===== src/rtl/reaction_pkg.sv =====
// Shared types and defaults for the reaction timer trial path.
// The display stage reuses the default constants below.
package reaction_pkg;

  localparam int RAND_W  = 12;
  localparam int DELAY_W = 13;
  localparam int REACT_W = 14;

  localparam int DEF_CLKS_PER_MS  = 50000;
  localparam int DEF_MIN_DELAY_MS = 1000;
  localparam int DEF_MAX_REACT_MS = 9999;

  typedef enum logic [2:0] {
    ST_IDLE,
    ST_WAIT_DELAY,
    ST_STIM,
    ST_DONE,
    ST_FALSE_START,
    ST_TIMEOUT
  } trial_state_e;

endpackage


===== src/rtl/reaction_trial_fsm_ms_tick_gen.sv =====
// Millisecond prescaler: one-cycle tick every CLKS_PER_MS clocks,
// restartable from zero through a synchronous clear.
module ms_tick_gen #(
  parameter int CLKS_PER_MS = 50000
) (
  input  logic clk,
  input  logic rst,
  input  logic clr,
  output logic tick
);

  localparam int CNT_W =
    (CLKS_PER_MS > 1) ? $clog2(CLKS_PER_MS) : 1;
  localparam logic [CNT_W-1:0] LAST =
    CNT_W'(CLKS_PER_MS - 1);

  logic [CNT_W-1:0] cnt;

  always_ff @(posedge clk) begin
    if (rst || clr) begin
      cnt <= '0;
    end else if (cnt == LAST) begin
      cnt <= '0;
    end else begin
      cnt <= cnt + 1'b1;
    end
  end

  assign tick = (cnt == LAST);

endmodule


===== src/rtl/reaction_trial_fsm.sv =====
// Reaction trial controller: random delay, stimulus LED,
// millisecond reaction timing with false-start and timeout flags.
module reaction_trial_fsm
  import reaction_pkg::*;
#(
  parameter int CLKS_PER_MS  = DEF_CLKS_PER_MS,
  parameter int MIN_DELAY_MS = DEF_MIN_DELAY_MS,
  parameter int MAX_REACT_MS = DEF_MAX_REACT_MS
) (
  input  logic               CLK_50MHZ,
  input  logic               RESET,
  input  logic [RAND_W-1:0]  random_num,
  input  logic               start,
  input  logic               button,
  output logic               led_stim,
  output logic               busy,
  output logic               result_valid,
  output logic               false_start,
  output logic               timeout,
  output logic [REACT_W-1:0] reaction_ms
);

  localparam logic [DELAY_W-1:0] MIN_D =
    DELAY_W'(MIN_DELAY_MS);
  localparam logic [REACT_W-1:0] MAX_R =
    REACT_W'(MAX_REACT_MS);

  trial_state_e       state_q;
  trial_state_e       state_d;
  logic [DELAY_W-1:0] delay_q;
  logic [DELAY_W-1:0] delay_d;
  logic [REACT_W-1:0] react_q;
  logic [REACT_W-1:0] react_d;
  logic [REACT_W-1:0] react_inc;
  logic [REACT_W-1:0] reaction_d;
  logic               led_d;
  logic               busy_d;
  logic               rv_d;
  logic               fs_d;
  logic               to_d;
  logic               tick;
  logic               tick_clr;

  ms_tick_gen #(
    .CLKS_PER_MS(CLKS_PER_MS)
  ) u_tick (
    .clk  (CLK_50MHZ),
    .rst  (RESET),
    .clr  (tick_clr),
    .tick (tick)
  );

  assign react_inc = react_q + 1'b1;

  always_comb begin
    state_d    = state_q;
    delay_d    = delay_q;
    react_d    = react_q;
    reaction_d = reaction_ms;
    led_d      = led_stim;
    rv_d       = result_valid;
    fs_d       = false_start;
    to_d       = timeout;
    tick_clr   = 1'b0;

    unique case (state_q)
      ST_IDLE, ST_DONE, ST_FALSE_START, ST_TIMEOUT: begin
        if (start) begin
          state_d    = ST_WAIT_DELAY;
          delay_d    = MIN_D + {1'b0, random_num};
          tick_clr   = 1'b1;
          rv_d       = 1'b0;
          fs_d       = 1'b0;
          to_d       = 1'b0;
          reaction_d = '0;
        end
      end
      ST_WAIT_DELAY: begin
        // An early press beats the final delay tick.
        if (button) begin
          state_d = ST_FALSE_START;
          fs_d    = 1'b1;
        end else if (tick) begin
          delay_d = delay_q - 1'b1;
          if (delay_q == DELAY_W'(1)) begin
            state_d  = ST_STIM;
            led_d    = 1'b1;
            react_d  = '0;
            tick_clr = 1'b1;
          end
        end
      end
      ST_STIM: begin
        if (button) begin
          state_d    = ST_DONE;
          reaction_d = react_q;
          led_d      = 1'b0;
          rv_d       = 1'b1;
        end else if (tick) begin
          react_d = react_inc;
          if (react_inc >= MAX_R) begin
            state_d    = ST_TIMEOUT;
            reaction_d = MAX_R;
            led_d      = 1'b0;
            to_d       = 1'b1;
          end
        end
      end
      default: begin
        state_d = ST_IDLE;
      end
    endcase

    busy_d = (state_d == ST_WAIT_DELAY) ||
             (state_d == ST_STIM);
  end

  always_ff @(posedge CLK_50MHZ) begin
    if (RESET) begin
      state_q      <= ST_IDLE;
      delay_q      <= '0;
      react_q      <= '0;
      reaction_ms  <= '0;
      led_stim     <= 1'b0;
      busy         <= 1'b0;
      result_valid <= 1'b0;
      false_start  <= 1'b0;
      timeout      <= 1'b0;
    end else begin
      state_q      <= state_d;
      delay_q      <= delay_d;
      react_q      <= react_d;
      reaction_ms  <= reaction_d;
      led_stim     <= led_d;
      busy         <= busy_d;
      result_valid <= rv_d;
      false_start  <= fs_d;
      timeout      <= to_d;
    end
  end

endmodule


===== config.mk =====
export PLATFORM = sky130hd
export DESIGN_NAME = reaction_trial_fsm
export DESIGN_NICKNAME = d
export VERILOG_FILES = /design/src/rtl/reaction_pkg.sv /design/src/rtl/reaction_trial_fsm_ms_tick_gen.sv /design/src/rtl/reaction_trial_fsm.sv
export SDC_FILE = /design/constraint.sdc
export NUM_CORES = 1
export LEC_CHECK = 0
export CAP_MARGIN = 10
export CORE_UTILIZATION = 65
export CTS_BUF_LIST = sky130_fd_sc_hd__clkbuf_4 sky130_fd_sc_hd__clkbuf_8
export DETAILED_ROUTE_END_ITERATION = 8
export DONT_BUFFER_PORTS = 1
export PLACE_DENSITY = 0.81
export SLEW_MARGIN = 40
export SYNTH_ARGS = -nofsm -noshare
export SYNTH_HDL_FRONTEND = slang
export SYNTH_HIERARCHICAL = 1
export SYNTH_SLANG_ARGS = --single-unit
export TNS_END_PERCENT = 10

===== constraint.sdc =====
create_clock -name CLK_50MHZ -period 5.43 [get_ports CLK_50MHZ]
set_input_delay 1.086 -clock CLK_50MHZ [delete_from_list [all_inputs] [get_ports CLK_50MHZ]]
set_output_delay 1.086 -clock CLK_50MHZ [all_outputs]
set_load 0.02 [all_outputs]

==> impl_metrics.py <==
metrics = {
    "run_status": {
        "status": "finished clean",
    },
    "place": {
        "routabilityCongestion": 0.8905,
        "hpwl_mm": 5.687,
        "dpl.cell_count": 508,
        "io_buffers": 0,
    },
    "clock_network": {
        "cts_tree": "built",
        "cts.sinks": 65,
        "ctsHoldBuffers": 0,
        "h-tree-depth": 3,
        "clk_pin_slew_ns": 0.07,
        "ctsResizeCount": 0,
        "cts.path.max_buffers": 2,
        "cts_made_buffers": 9,
        "root_buffer": "clkbuf_8",
        "postCtsSetupBuffers": 0,
        "clock_latency_ns": 0.35,
    },
    "sta": {
        "finalCritPeriodShare": 0.5821,
        "fin_crit_ns": 3.161,
        "finalSetupTns_ns": 0,
        "hold_viol_final": 0,
        "fmax_mhz": 316.4,
        "maxSlewHeadroom": 0.5478,
        "report.final.setup_viol": 0,
        "slew_violations": 0,
        "grt_setup_unrepaired": "false",
        "worst_pin_slew_ns": 0.6767,
        "fin_worst_skew_ns": 0.009563,
    },
    "layout": {
        "fillers": 436,
        "layout-drive-gt1-share": 0.07269,
        "instances_no_fill": 524,
        "antennaDiodeCount": 0,
        "nets": 471,
        "utilization": 0.7289,
        "area.growth.synth_to_final_pct": 5.209,
    },
    "global_routing": {
        "busiest_layer": "met2",
        "grt_pass1_vias": 3040,
        "antenna_found_initial": 0,
        "use_met2": 0.4661,
        "grtUsageMet1": 0.3806,
        "use_met3": 0.07262,
        "overflow": 0,
        "grt.total_usage": 0.2967,
        "grt_max_degree": 36,
        "grt_pass1_wl_mm": 14.04,
    },
    "setup_path": {
        "rr_endpoint": "delay_q[12]",
        "crit_path_end_kind": "flip-flop",
        "crit_buf_inv": 0,
        "r2r_start": "u_tick/cnt[10]",
        "crit_fanout": 26,
        "worstSetupPathType": "flip-flop to flip-flop",
        "reg2reg_slack_ns": 2.27,
        "worstPathArrival_ns": 3.40,
        "worstPathRequired_ns": 5.67,
        "worstSetupPathDepth": 8,
        "rr_worst_depth": 8,
        "max_stage_delay_ns": 0.57,
        "start_kind": "flip-flop",
        "crit_chain": "or4b_1 > nor4_2 > nor2b_1 > nand2_1 > a31oi_4 > o21ai_0 > a22oi_1 > nor2_1",
        "crit_family": "simple AND/OR/NAND/NOR gates",
        "crit_path_top_delay_cell": "a31oi_4",
    },
    "synth": {
        "syn-cell-area_um2": 3651,
        "yosys.area.top_type_share": 0.3564,
        "synth-seq-cells": 65,
        "synth.yosys.seq_area_share": 0.3564,
        "synth_edf_count": 0,
        "syn-num-nets": 488,
        "postSynthCellCount": 466,
        "netlist_top_cells_area": "dfxtp_1 36%, nor2_1 6.5%, nand2_1 5.0%",
        "yosys_warnings": 6,
        "yosys.area.top_type": "dfxtp_1",
        "ys_async_sr_fraction": 0,
        "synth-main-ff-cell": "dfxtp_1",
        "yosysUniqueCellTypes": 60,
        "syn_area_per_cell_um2": 7.835,
    },
    "die": {
        "rows": 26,
        "die_h_um": 76.95,
        "top_level_ports": 35,
        "die_area_um2": 5921,
        "start_util": 0.6928,
        "core_um2": 5270,
        "die_w_um": 76.95,
    },
    "detailed_routing": {
        "antenna_left": 0,
        "num_vias": 3345,
        "viasPerCell": 6.384,
        "wl_per_cell_um": 15.79,
        "routed_wl_mm": 8.273,
        "drcViolationCount": 0,
        "drtIter0Drc": 304,
        "firstDrtPassIters": 5,
    },
    "worst_hold_path": {
        "worstHoldEndpoint": "delay_q[8]",
        "hp-start": "delay_q[8]",
        "hold_depth": 2,
        "hold_class": "flip-flop to flip-flop",
    },
    "pwr": {
        "power_density_nw_per_um2": 331.3,
        "finalPower_mw": 1.273,
        "power_leakage_nw": 1.365,
        "ir_drop_mv": 0.2032,
    },
    "job": {
        "max_cap_violations": 0,
    },
}
flip-flops by register name (all words and copies together), names as in the netlist:
name          count
u_tick/cnt       16
react_q          14
reaction_ms      14
delay_q          13
state_q           3
busy              1
false_start       1
led_stim          1
result_valid      1
timeout           1
final cells by class:
class,count,area [um^2],share of cell area
clock inverter,5,77.57,0.02020
multi-input combinational,361,2178,0.5671
inverter,12,45.04,0.01173
clock buffer,11,151.4,0.03941
sequential,65,1301,0.3388
tap,70,87.58,0.02280
kinds of logic (layout without fill, tap and decap cells):
family	Yosys count	in the layout	synth area share
multiplexers	9	9	0.02468
XOR/XNOR	22	22	0.05277
AO/OA/AOI/OAI	112	112	0.2008
adder cells (fa/ha/maj)	6	6	0.02056
AND/OR/NAND/NOR	212	212	0.2923
buffers and inverters	40	28	0.05243
flip-flops	65	65	0.3564
report_power, final:
part	switching (mW)	internal [mW]
registers	0.0393	0.507
clock network	0.194	0.282
logic	0.158	0.0923
metal layers:
| layer | part of all wire | vias to the layer above |
|---|---|---|
| met5 | 0 | - |
| met4 | 0.018 | 0 |
| met3 | 0.069 | 18 |
| met2 | 0.45 | 146 |
| met1 | 0.46 | 1556 |
| li1 | - | 1625 |
worst reg2reg max path: cells and delay by family (launching register included):
family / cells / cell delay (ns)
AND/OR/NAND/NOR: 5 / 1.61
AO/OA/AOI/OAI: 3 / 1.06
flip-flops: 1 / 0.37
layout by cell type, fill, tap and decap left out, drive strengths merged, types with 11 or more instances in the layout:
master and count:
clkbuf 11, xnor2 18, nand2 49, nor4 11, o21ai 35, nand3 20
dfxtp 65, a21oi 34, nor3 14, nor2 63, inv 12
worst max path at each step:
stage	startpoint	endpoint	slack, ns
6_report	u_tick/cnt[10]	delay_q[12]	2.27
3_5_place_dp	u_tick/cnt[10]	delay_q[12]	2.31
5_1_grt	u_tick/cnt[0]	delay_q[4]	2.04
3_3_place_gp	u_tick/cnt[10]	delay_q[9]	2.17
4_1_cts	u_tick/cnt[10]	delay_q[12]	2.29
2_1_floorplan	u_tick/cnt[10]	delay_q[6]	2.71
through the flow:
| step | hold WS, ns | worst slack (ns) | cell area (um^2) |
|---|---|---|---|
| 5_1_grt | 0.4862 | 2.035 | 3841 |
| 4_1_cts | 0.4656 | 2.290 | 3839 |
| 3_5_place_dp | 0.4584 | 2.314 | 3610 |
| 6_report | 0.4737 | 2.269 | 3841 |
| 3_3_place_gp | 0.4433 | 2.168 | 3598 |
| 2_1_floorplan | 0.4299 | 2.713 | 3651 |
Yosys cell counts (2+ instances only):
cell      number
a22oi_1        6
a32oi_1        2
xor2_1         4
nor2b_1        6
nand2b_1      10
nor4_1         9
nand3_1       20
a21boi_0       2
nor2_1        63
o21ai_0       34
dfxtp_1       65
a31oi_1        5
nor3b_1        3
or2_2          3
a211oi_1       5
nand4_1        9
xnor2_1       18
a32o_1         4
o31ai_1        2
buf_2          5
a21oi_1       33
or4bb_1        2
buf_8          2
and3_1         5
or3_1          4
o211a_1        2
inv_1         11
a311oi_1       2
clkbuf_1      18
mux2i_1        9
nand2_1       49
o211ai_1       3
and2_1         4
a32o_2         2
nor3_1        13
ha_1           6
nand3b_1       3
(Power assumes the default switching activity.)
